### config.mk
export PLATFORM = sky130hd
export DESIGN_NAME = button_debouncer
export DESIGN_NICKNAME = d
export VERILOG_FILES = /design/src/rtl/debounce_pkg.sv /design/src/rtl/debounce_channel.sv /design/src/rtl/button_debouncer.sv
export SDC_FILE = /design/constraint.sdc
export NUM_CORES = 1
export LEC_CHECK = 0
export CAP_MARGIN = 20
export CORE_ASPECT_RATIO = 0.5
export CORE_MARGIN = 10
export CORE_UTILIZATION = 60
export CTS_BUF_LIST = sky130_fd_sc_hd__clkbuf_16
export DETAILED_ROUTE_END_ITERATION = 10
export PLACE_DENSITY = 0.84
export SLEW_MARGIN = 20
export SYNTH_ARGS = -nofsm -noshare
export SYNTH_HDL_FRONTEND = slang
export SYNTH_HIERARCHICAL = 1
export SYNTH_SLANG_ARGS = --single-unit
### constraint.sdc
create_clock -name clk -period 4.3 [get_ports clk]
set_input_delay 1.29 -clock clk [delete_from_list [all_inputs] [get_ports clk]]
set_output_delay 1.29 -clock clk [all_outputs]
set_load 0.05 [all_outputs]
### src/rtl/debounce_pkg.sv
// Shared types and helpers for the push-button debouncer.
package debounce_pkg;

  typedef enum logic [1:0] {
    ST_IDLE         = 2'd0,
    ST_PRESS_WAIT   = 2'd1,
    ST_HELD         = 2'd2,
    ST_RELEASE_WAIT = 2'd3
  } db_state_e;

  // Synchroniser reset value that reads as "not pressed" for the given polarity.
  function automatic logic sync_rst_val(input int unsigned active_low);
    return (active_low != 0);
  endfunction

endpackage

### src/rtl/debounce_channel.sv
// One debounced button: 2-flop synchroniser, qualification FSM and auto-repeat.
module debounce_channel
  import debounce_pkg::*;
#(
  parameter int unsigned CNT_W      = 24,
  parameter int unsigned STABLE_CNT = 24'hFF1000,
  parameter int unsigned ACTIVE_LOW = 1,
  parameter bit          REPEAT_EN  = 1'b0,
  parameter int unsigned REPEAT_DLY = 24'hFFFFFF,
  parameter int unsigned REPEAT_PER = 24'h7FFFFF
) (
  input  logic clk,
  input  logic rst,
  input  logic i_raw,
  output logic o_level,
  output logic o_press,
  output logic o_release,
  output logic o_repeat
);

  localparam logic             SYNC_INIT   = sync_rst_val(ACTIVE_LOW);
  localparam logic [CNT_W-1:0] STABLE_LAST = CNT_W'(STABLE_CNT - 1);
  localparam logic [CNT_W-1:0] REP_LAST    = CNT_W'(REPEAT_DLY - 1);
  // Reload so the next strobe lands REPEAT_PER cycles later; clamped if PER exceeds DLY.
  localparam logic [CNT_W-1:0] REP_RELOAD  =
    (REPEAT_DLY >= REPEAT_PER) ? CNT_W'(REPEAT_DLY - REPEAT_PER) : '0;
  localparam logic [CNT_W-1:0] ONE         = CNT_W'(1);

  if (STABLE_CNT < 1 || 64'(STABLE_CNT) >= (64'd1 << CNT_W)) begin : g_bad_stable
    $error("STABLE_CNT out of range");
  end
  if (REPEAT_DLY < 1 || 64'(REPEAT_DLY) >= (64'd1 << CNT_W)) begin : g_bad_dly
    $error("REPEAT_DLY out of range");
  end
  if (REPEAT_PER < 1 || 64'(REPEAT_PER) >= (64'd1 << CNT_W)) begin : g_bad_per
    $error("REPEAT_PER out of range");
  end

  logic             r_sync1, r_sync2;
  logic             w_act;
  db_state_e        r_state, w_state_nx;
  logic [CNT_W-1:0] r_cnt, w_cnt_nx;
  logic [CNT_W-1:0] r_rcnt, w_rcnt_nx;
  logic             r_level, r_press, r_release, r_repeat;
  logic             w_level_nx, w_press_nx, w_release_nx, w_repeat_nx;

  always_ff @(posedge clk or posedge rst) begin
    if (rst) begin
      r_sync1 <= SYNC_INIT;
      r_sync2 <= SYNC_INIT;
    end else begin
      r_sync1 <= i_raw;
      r_sync2 <= r_sync1;
    end
  end

  assign w_act = (ACTIVE_LOW != 0) ? ~r_sync2 : r_sync2;

  always_comb begin
    w_state_nx   = r_state;
    w_cnt_nx     = r_cnt;
    w_rcnt_nx    = r_rcnt;
    w_press_nx   = 1'b0;
    w_release_nx = 1'b0;
    w_repeat_nx  = 1'b0;
    unique case (r_state)
      ST_IDLE: begin
        w_cnt_nx = '0;
        if (w_act) begin
          if (STABLE_CNT == 1) begin
            w_state_nx = ST_HELD;
            w_press_nx = 1'b1;
            w_rcnt_nx  = '0;
          end else begin
            w_state_nx = ST_PRESS_WAIT;
            w_cnt_nx   = ONE;
          end
        end
      end
      ST_PRESS_WAIT: begin
        if (!w_act) begin
          w_state_nx = ST_IDLE;
          w_cnt_nx   = '0;
        end else if (r_cnt == STABLE_LAST) begin
          w_state_nx = ST_HELD;
          w_press_nx = 1'b1;
          w_cnt_nx   = '0;
          w_rcnt_nx  = '0;
        end else begin
          w_cnt_nx = r_cnt + ONE;
        end
      end
      ST_HELD: begin
        if (!w_act) begin
          if (STABLE_CNT == 1) begin
            w_state_nx   = ST_IDLE;
            w_release_nx = 1'b1;
            w_cnt_nx     = '0;
            w_rcnt_nx    = '0;
          end else begin
            w_state_nx = ST_RELEASE_WAIT;
            w_cnt_nx   = ONE;
          end
        end else if (REPEAT_EN) begin
          if (r_rcnt == REP_LAST) begin
            w_repeat_nx = 1'b1;
            w_rcnt_nx   = REP_RELOAD;
          end else begin
            w_rcnt_nx = r_rcnt + ONE;
          end
        end
      end
      ST_RELEASE_WAIT: begin
        if (w_act) begin
          w_state_nx = ST_HELD;
          w_cnt_nx   = '0;
        end else if (r_cnt == STABLE_LAST) begin
          w_state_nx   = ST_IDLE;
          w_release_nx = 1'b1;
          w_cnt_nx     = '0;
          w_rcnt_nx    = '0;
        end else begin
          w_cnt_nx = r_cnt + ONE;
        end
      end
      default: begin
        w_state_nx = ST_IDLE;
        w_cnt_nx   = '0;
        w_rcnt_nx  = '0;
      end
    endcase
    w_level_nx = (w_state_nx == ST_HELD) || (w_state_nx == ST_RELEASE_WAIT);
  end

  always_ff @(posedge clk or posedge rst) begin
    if (rst) begin
      r_state   <= ST_IDLE;
      r_cnt     <= '0;
      r_rcnt    <= '0;
      r_level   <= 1'b0;
      r_press   <= 1'b0;
      r_release <= 1'b0;
      r_repeat  <= 1'b0;
    end else begin
      r_state   <= w_state_nx;
      r_cnt     <= w_cnt_nx;
      r_rcnt    <= w_rcnt_nx;
      r_level   <= w_level_nx;
      r_press   <= w_press_nx;
      r_release <= w_release_nx;
      r_repeat  <= w_repeat_nx;
    end
  end

  assign o_level   = r_level;
  assign o_press   = r_press;
  assign o_release = r_release;
  assign o_repeat  = r_repeat;

endmodule

### src/rtl/button_debouncer.sv
// Multi-channel button debouncer: one independent debounce_channel per input bit.
module button_debouncer
  import debounce_pkg::*;
#(
  parameter int unsigned N_CH       = 4,
  parameter int unsigned CNT_W      = 24,
  parameter int unsigned STABLE_CNT = 24'hFF1000,
  parameter int unsigned ACTIVE_LOW = 1,
  parameter bit          REPEAT_EN  = 1'b0,
  parameter int unsigned REPEAT_DLY = 24'hFFFFFF,
  parameter int unsigned REPEAT_PER = 24'h7FFFFF
) (
  input  logic            clk,
  input  logic            rst,
  input  logic [N_CH-1:0] i,
  output logic [N_CH-1:0] o_level,
  output logic [N_CH-1:0] o_press,
  output logic [N_CH-1:0] o_release,
  output logic [N_CH-1:0] o_repeat
);

  for (genvar g = 0; g < N_CH; g++) begin : g_ch
    debounce_channel #(
      .CNT_W      (CNT_W),
      .STABLE_CNT (STABLE_CNT),
      .ACTIVE_LOW (ACTIVE_LOW),
      .REPEAT_EN  (REPEAT_EN),
      .REPEAT_DLY (REPEAT_DLY),
      .REPEAT_PER (REPEAT_PER)
    ) u_ch (
      .clk       (clk),
      .rst       (rst),
      .i_raw     (i[g]),
      .o_level   (o_level[g]),
      .o_press   (o_press[g]),
      .o_release (o_release[g]),
      .o_repeat  (o_repeat[g])
    );
  end

endmodule

==> results of run 1 <==
cell usage after synthesis, types with 7 or more instances:
| library cell | instances |
|---|---|
| a41oi_1 | 9 |
| dfrtp_1 | 116 |
| a21o_1 | 7 |
| and3_1 | 12 |
| nand4_1 | 16 |
| inv_1 | 20 |
| nor4_1 | 7 |
| dfstp_2 | 8 |
| o211ai_1 | 7 |
| nor2_1 | 36 |
| clkbuf_1 | 15 |
| a21oi_1 | 53 |
| mux2i_1 | 9 |
| a22o_1 | 15 |
| or3_1 | 9 |
| nand2b_1 | 12 |
| nand3_1 | 52 |
| or2_2 | 13 |
| and2_1 | 7 |
| a31oi_1 | 54 |
| o21ai_0 | 47 |
| nor3_1 | 28 |
| nand2_1 | 92 |
flip-flops by register name (all words and copies together), names as in the netlist:
| register | cells |
|---|---|
| g_ch.u_ch/r_cnt | 96 |
| g_ch.u_ch/r_state | 8 |
| g_ch.u_ch/o_level | 4 |
| g_ch.u_ch/o_press | 4 |
| g_ch.u_ch/o_release | 4 |
| g_ch.u_ch/r_sync1 | 4 |
| g_ch.u_ch/r_sync2 | 4 |
placed cells by master (no fill, tap or decap), drive strengths merged, types with 12 or more instances in the layout:
master         Yosys  routed
nor4              12      12
clkbuf            15      17
a21oi             53      53
o21ai             47      47
clkdlybuf4s50      0      17
a22o              15      15
nand2             92      92
a31oi             54      54
nand4             20      20
nor2              36      36
inv               20      22
nand2b            12      12
or2               16      16
nand3             53      53
dfrtp            116     116
nor3              29      29
and3              12      12
layer usage:
metal / part of all wire [%] / track usage (%)
met1: 43 / 23.59
met2: 50 / 33.42
met3: 4.9 / 5.054
met4: 1.3 / 6.831
met5: 0 / 0
worst min-delay path by stage:
stage | start | to | slack, ns
2_1_floorplan | g_ch[0].u_ch/r_sync1$_DFF_PP1_ | g_ch[0].u_ch/r_sync2$_DFF_PP1_ | 0.35
3_3_place_gp | g_ch[2].u_ch/r_sync1$_DFF_PP1_ | g_ch[2].u_ch/r_sync2$_DFF_PP1_ | 0.35
3_5_place_dp | g_ch[0].u_ch/r_sync1$_DFF_PP1_ | g_ch[0].u_ch/r_sync2$_DFF_PP1_ | 0.35
4_1_cts | g_ch[0].u_ch/r_sync1$_DFF_PP1_ | g_ch[0].u_ch/r_sync2$_DFF_PP1_ | 0.36
5_1_grt | g_ch[2].u_ch/r_sync1$_DFF_PP1_ | g_ch[2].u_ch/r_sync2$_DFF_PP1_ | 0.36
6_report | g_ch[2].u_ch/r_sync1$_DFF_PP1_ | g_ch[2].u_ch/r_sync2$_DFF_PP1_ | 0.35
kinds of logic after synthesis:
family | after synthesis
flops | 124
other cells | 4
compound gates | 201
mux | 9
xor+xnor | 8
fa+ha+maj | 4
simple gates | 311
buf+inv | 45
worst reg2reg max path, cell delays in order, from the launching register on:
cell,delay (ns)
dfrtp_1,0.43
ha_1,0.25
nand2_1,0.11
nor4_1,0.81
a21o_1,0.42
o21ai_0,0.19
a22o_1,0.26
cell type report:
| type | count | area [sq um] |
|---|---|---|
| clock buffers | 17 | 425.4 |
| repair buffers | 26 | 257.7 |
| multi-input cells | 537 | 3127 |
| flip-flops and latches | 124 | 3113 |
| well taps | 140 | 175.2 |
| fillers | 715 | 2957 |
| inverters | 20 | 75.07 |
| clock inverters | 15 | 182.7 |
per-stage QoR:
stage | hold slack [ns] | cells | total power [W] | util [%] | area, sq um
4_1_cts | 0.3554 | 879 | 0.002857 | 71.33 | 7356
2_1_floorplan | 0.3452 | 706 | 0.001335 | - | 6414
3_5_place_dp | 0.3470 | 847 | 0.001372 | 65.43 | 6748
6_report | 0.3549 | 879 | 0.002840 | 71.33 | 7356
5_1_grt | 0.3567 | 879 | 0.002936 | 71.33 | 7356
3_3_place_gp | 0.3460 | 846 | 0.001363 | 65.17 | 6720
power groups by stage:
stage	clock network (W)	logic, W	registers (W)
6_report	0.00148	0.000123	0.00123
3_5_place_dp	0	0.000122	0.00125
5_1_grt	0.00156	0.000141	0.00124
3_3_place_gp	0	0.000114	0.00125
2_1_floorplan	0	0.0000924	0.00124
4_1_cts	0.00150	0.000124	0.00123
==> metrics.txt, run 1 <==
GPL Wtd Cong 0.8790; fmax 352.2 MHz; Yosys cell types 45; Slew @ Worst Pin 0.9350 ns; die area 15480 sq um; largest family of logic cells by synthesized area simple AND/OR/NAND/NOR gates; Setup Skew 0.008263 ns; Worst EP arrival approximately 1.6 ns; largest area contributor in the netlist dfrtp_1; Crit path largest cell delay 0.80 ns; CP endpoint o_press[3]; post-synth net total ~720; Crit Path Class reg2out; Internal 0.002195 W; initial drt markers 649; DRC 0; Sum Neg Setup Slack 0 ns; CTS buffer count 17; RSZ-0062 raised after global routing no; DR pass1 iterations 6; CTS tree yes; Initial Utilization 62.19%; Worst-path clk slew around 0.06 ns; sequential area share after synthesis around half; async set-reset flop share out of synthesis 100.0%; P&R area growth vs syn 14.69%; WL/cell about 17 microns; Routed WL 14950 microns; min-delay worst type reg2reg; vias in the first global route 5435; Syn Inst Count 706; Core Area between 10000 and 15000 sq um; post_cts resized 0; largest net degree at the start of global routing 35; number of synthesized flops with an enable pin 0; ANT nets after route 0; Synth Flop Type dfrtp_1; Slowest cell on crit path clkdlybuf4s50_1; setup repair bufs after CTS 0; switching part of the total 22.69%; H-tree depth 4; crit path launch g_ch[3].u_ch/o_press$_DFF_PP0_; final worst slack 1.461 ns; max-slew violation count 0; multiplexer share of the synthesized area 1.405%; clk_lat worst skew 0.41 ns; switching power 0.0006443 W; PwrDens slightly below 400 nW/um^2; Synth Area in XOR/XNOR 1.092%; CTS Hold Bufs 0; IO Pins 22; Buf/Inv on CP 1; post-synthesis compound-gate area fraction 19.10%; RR Startpoint g_ch[0].u_ch/r_cnt[0]$_DFFE_PP0P_; Worst setup EP type primary output; flops & latches, synth 124; vias 5605; pre-CTS setup slack 1.819 ns; gr ovfl total 0; worst vdd ir around 0.24 mV; Hold Violations, Final 0; CP required 3.01 ns; Worst R2R Setup Slack 1.72 ns; top cell type's share of synthesized area 45.26%; Pleak 2.944 nW; clock network power share roughly 52%; ANT cells 0; worst-case clock buffer depth 2; hold path depth 0; Worst R2R End g_ch[0].u_ch/r_cnt[19]$_DFFE_PP0P_; status completed; Synth warnings 6; Reg2Reg Depth 6; Startpoint Class flip-flop; Root Driver clkbuf_16; Detailed Place HPWL 9211 microns; cell area after synthesis around 6400 sq um; synthesized area per cell approximately 9 sq um; first-pass GRT wire length roughly 26000 microns; clk sinks approximately 120; min Tclk post-route about 2.8 ns; IO buf count 17; Tcrit/Tclk final 66.03%; Adder-Cell Fraction of Synth Area less than 1%; Logic pwr share 4.3%; chip width 166.2 microns; GRT Util Overall 19.47%; initial antenna violation count 0; Max Cap Viol 0; critical-path maximum fanout 1; kind of cell adding the most delay to the critical path buffers and inverters; number of cells on the critical path 1; main area contributors after synthesis dfrtp_1 (45%), nand2_1 (5.4%), a31oi_1 (5.3%); Final #Nets about 740; final setup violation count 0; Reg power frac 43.4%; Rel. slew slack 37.09%; share of cells above drive strength 1 10.83%; die height about 93 microns; simple-gate share of the synthesized area 25.87%; detail-routed via count per cell approximately 6.4; row count 26; Cell Chain, Critical Path clkdlybuf4s50_1
Power figures use the tool's default switching activity.
==> run 2, diff against run 1 <==
--- a/config.mk
+++ b/config.mk
@@ -8,10 +8,10 @@
 export CAP_MARGIN = 20
 export CORE_ASPECT_RATIO = 0.5
 export CORE_MARGIN = 10
-export CORE_UTILIZATION = 60
+export CORE_UTILIZATION = 56
 export CTS_BUF_LIST = sky130_fd_sc_hd__clkbuf_16
 export DETAILED_ROUTE_END_ITERATION = 10
-export PLACE_DENSITY = 0.84
+export PLACE_DENSITY = 0.83
 export SLEW_MARGIN = 20
 export SYNTH_ARGS = -nofsm -noshare
 export SYNTH_HDL_FRONTEND = slang
==> constraint.sdc (replaced) <==
create_clock -name clk -period 2.4 [get_ports clk]
set_input_delay 0.72 -clock clk [delete_from_list [all_inputs] [get_ports clk]]
set_output_delay 0.72 -clock clk [all_outputs]
set_load 0.05 [all_outputs]
==> run 2 against run 1 <==
Combinational power grew 79%. Die area rose by 5.9%. First-iteration DRC count fell by 5.9%. Clock power up 70%. Flip-flop and latch count unchanged. Non-clock buffer count is 8 higher. Cell count up 1.5%. Core utilization decreased by 4.4 points. Sequential share of layout area fell by 0.36 points. Clock-buffer cell count stayed put. Critical path depth up 5. Global-route usage is 1.2 points lower. Critical path type is now reg2reg. Largest cell class unchanged.
==> metrics.txt, run 2 (synthesized netlist as in run 1, its figures left out) <==
critical-path maximum fanout 11 (+10); PwrDens 666.6 nW/um^2 (+73%); Worst EP arrival 2.57 ns (+1.02 ns); Max Cap Viol 0 (unchanged); chip width 171.3 microns (+3.1%); IO Pins 22 (unchanged); post_cts resized 0 (unchanged); Hold Violations, Final 0 (unchanged); max-slew violation count 0 (unchanged); gr ovfl total 0 (unchanged); Slew @ Worst Pin 0.8365 ns (-0.09850 ns); vias in the first global route 5361 (-1.4%); setup repair bufs after CTS 0 (unchanged); H-tree depth 4 (unchanged); RSZ-0062 raised after global routing no; most frequent cells in the layout dfrtp_1 (116), nand2_1 (92), a31oi_1 (53); commonest non-fill, non-tap cell in the layout dfrtp_1; Regs by FF count g_ch.u_ch/r_cnt (96), g_ch.u_ch/r_state (8); clk sinks 124 (unchanged); GRT Util Overall 18.30% (-1.2 points); row count 27 (+3.8%); CTS Hold Bufs 0 (unchanged); CTS buffer count 17 (unchanged); placed cell count 860 (+1.5%); CTS tree yes; Worst R2R Setup Slack 0.09 ns (-1.63 ns); status completed; Rel. slew slack 44.11% (+7.0 points); ANT nets after route 0 (unchanged); fmax 433.4 MHz; initial antenna violation count 0 (unchanged); min-delay worst type reg2reg; Initial Utilization 57.88% (-4.3 points); Fill cells 835 (+17%); largest net degree at the start of global routing 35 (unchanged); clk_lat worst skew 0.41 ns (about the same); Setup Skew 0.008864 ns (+0.0006009 ns); first-pass GRT wire length 24760 microns (-3.4%); fin util 66.96% (-4.4 points); Root Driver clkbuf_16; Hold Slack 0.3532 ns (-0.001735 ns); IO buf count 17 (unchanged); Finished Layout Cells 892 (+1.5%); Sum Neg Setup Slack 0 ns (unchanged); placement-stage cell area 6814 sq um (+0.98%); DR pass1 iterations 5 (-1); Worst-path clk slew 0.06 ns (about the same); Final #Nets 744 (+1.1%); P&R area growth vs syn 15.68%; ANT cells 0 (unchanged); min Tclk post-route about 2.3 ns; Pleak 3.008 nW (+2.2%); WL/cell 16.15 microns (-5.0%); Routed WL 14410 microns (-3.6%); worst vdd ir 0.5625 mV (+140%); Worst setup EP type flip-flop; die height 95.68 microns (+2.8%); die area 16390 sq um (+5.9%); DRC 0 (unchanged); vias 5571 (-0.61%); Tcrit/Tclk final 96.15%; initial drt markers 611 (-5.9%); GPL Wtd Cong 0.8982 (+2.2%); final setup violation count 0 (unchanged); detail-routed via count per cell 6.246 (-2.1%); post-route cell area 7420 sq um (+0.87%); share of cells above drive strength 1 11.65% (+0.82 points); worst-case clock buffer depth 2 (unchanged); max FFs per register 96 (unchanged); Crit Path Class reg2reg; largest register by flop count g_ch.u_ch/r_cnt; Core Area 11080 sq um (+7.4%); Startpoint Class flip-flop; CP required 2.66 ns (-0.35 ns); Detailed Place HPWL 9260 microns (+0.53%)
-- run 2: layout make-up --
class	count	area [sq um]	share of cell area (%)
Clock inverter	15	156.4	2.108
Multi-Input combinational cell	537	3158	42.56
Timing Repair Buffer	34	310.3	4.182
Inverter	20	75.07	1.012
Clock buffer	17	425.4	5.734
Sequential cell	124	3113	41.96
Tap cell	145	181.4	2.445
-- run 2: critical path: stages (launching register included) --
cell and delay (ns):
dfrtp_1 0.41, or4b_1 0.54, nor4_2 0.47, a21oi_2 0.24
buf_4 0.23, o21ai_0 0.11, a31oi_1 0.15
-- run 2: through the flow --
stage,total power (W),worst slack [ns]
after floorplan,0.002391,0.4211
after global placement,0.002447,0.09726
after detailed placement,0.002457,0.08027
after CTS,0.004986,0.06459
after global routing,0.005133,0.01673
final,0.004946,0.09249
-- run 2: worst paths after layout --
kind	from	endpoint	cells past startpoint
worst max-delay path	g_ch[1].u_ch/r_cnt[12]$_DFFE_PP0P_	g_ch[1].u_ch/r_cnt[22]$_DFFE_PP0P_	6
worst min-delay path	g_ch[3].u_ch/r_sync1$_DFF_PP1_	g_ch[3].u_ch/r_sync2$_DFF_PP1_	0
worst max register to register	g_ch[1].u_ch/r_cnt[12]$_DFFE_PP0P_	g_ch[1].u_ch/r_cnt[22]$_DFFE_PP0P_	6
worst min register to register	g_ch[3].u_ch/r_sync1$_DFF_PP1_	g_ch[3].u_ch/r_sync2$_DFF_PP1_	0
max in group asynchronous	rst	g_ch[3].u_ch/r_sync1$_DFF_PP1_	3
min in group asynchronous	rst	g_ch[0].u_ch/r_state[1]$_DFF_PP0_	3
-- run 2: layer usage --
layer	track usage [%]	routed length (microns)
met1	21.69	6278
met2	31.17	7102
met4	7.980	266
met3	4.946	761
met5	0	0
-- run 2: power by group --
part           total (W)  switching, W  internal (W)
Clock            0.00252      0.000911       0.00161
Sequential       0.00221     0.0000626       0.00214
Combinational   0.000220      0.000145     0.0000742
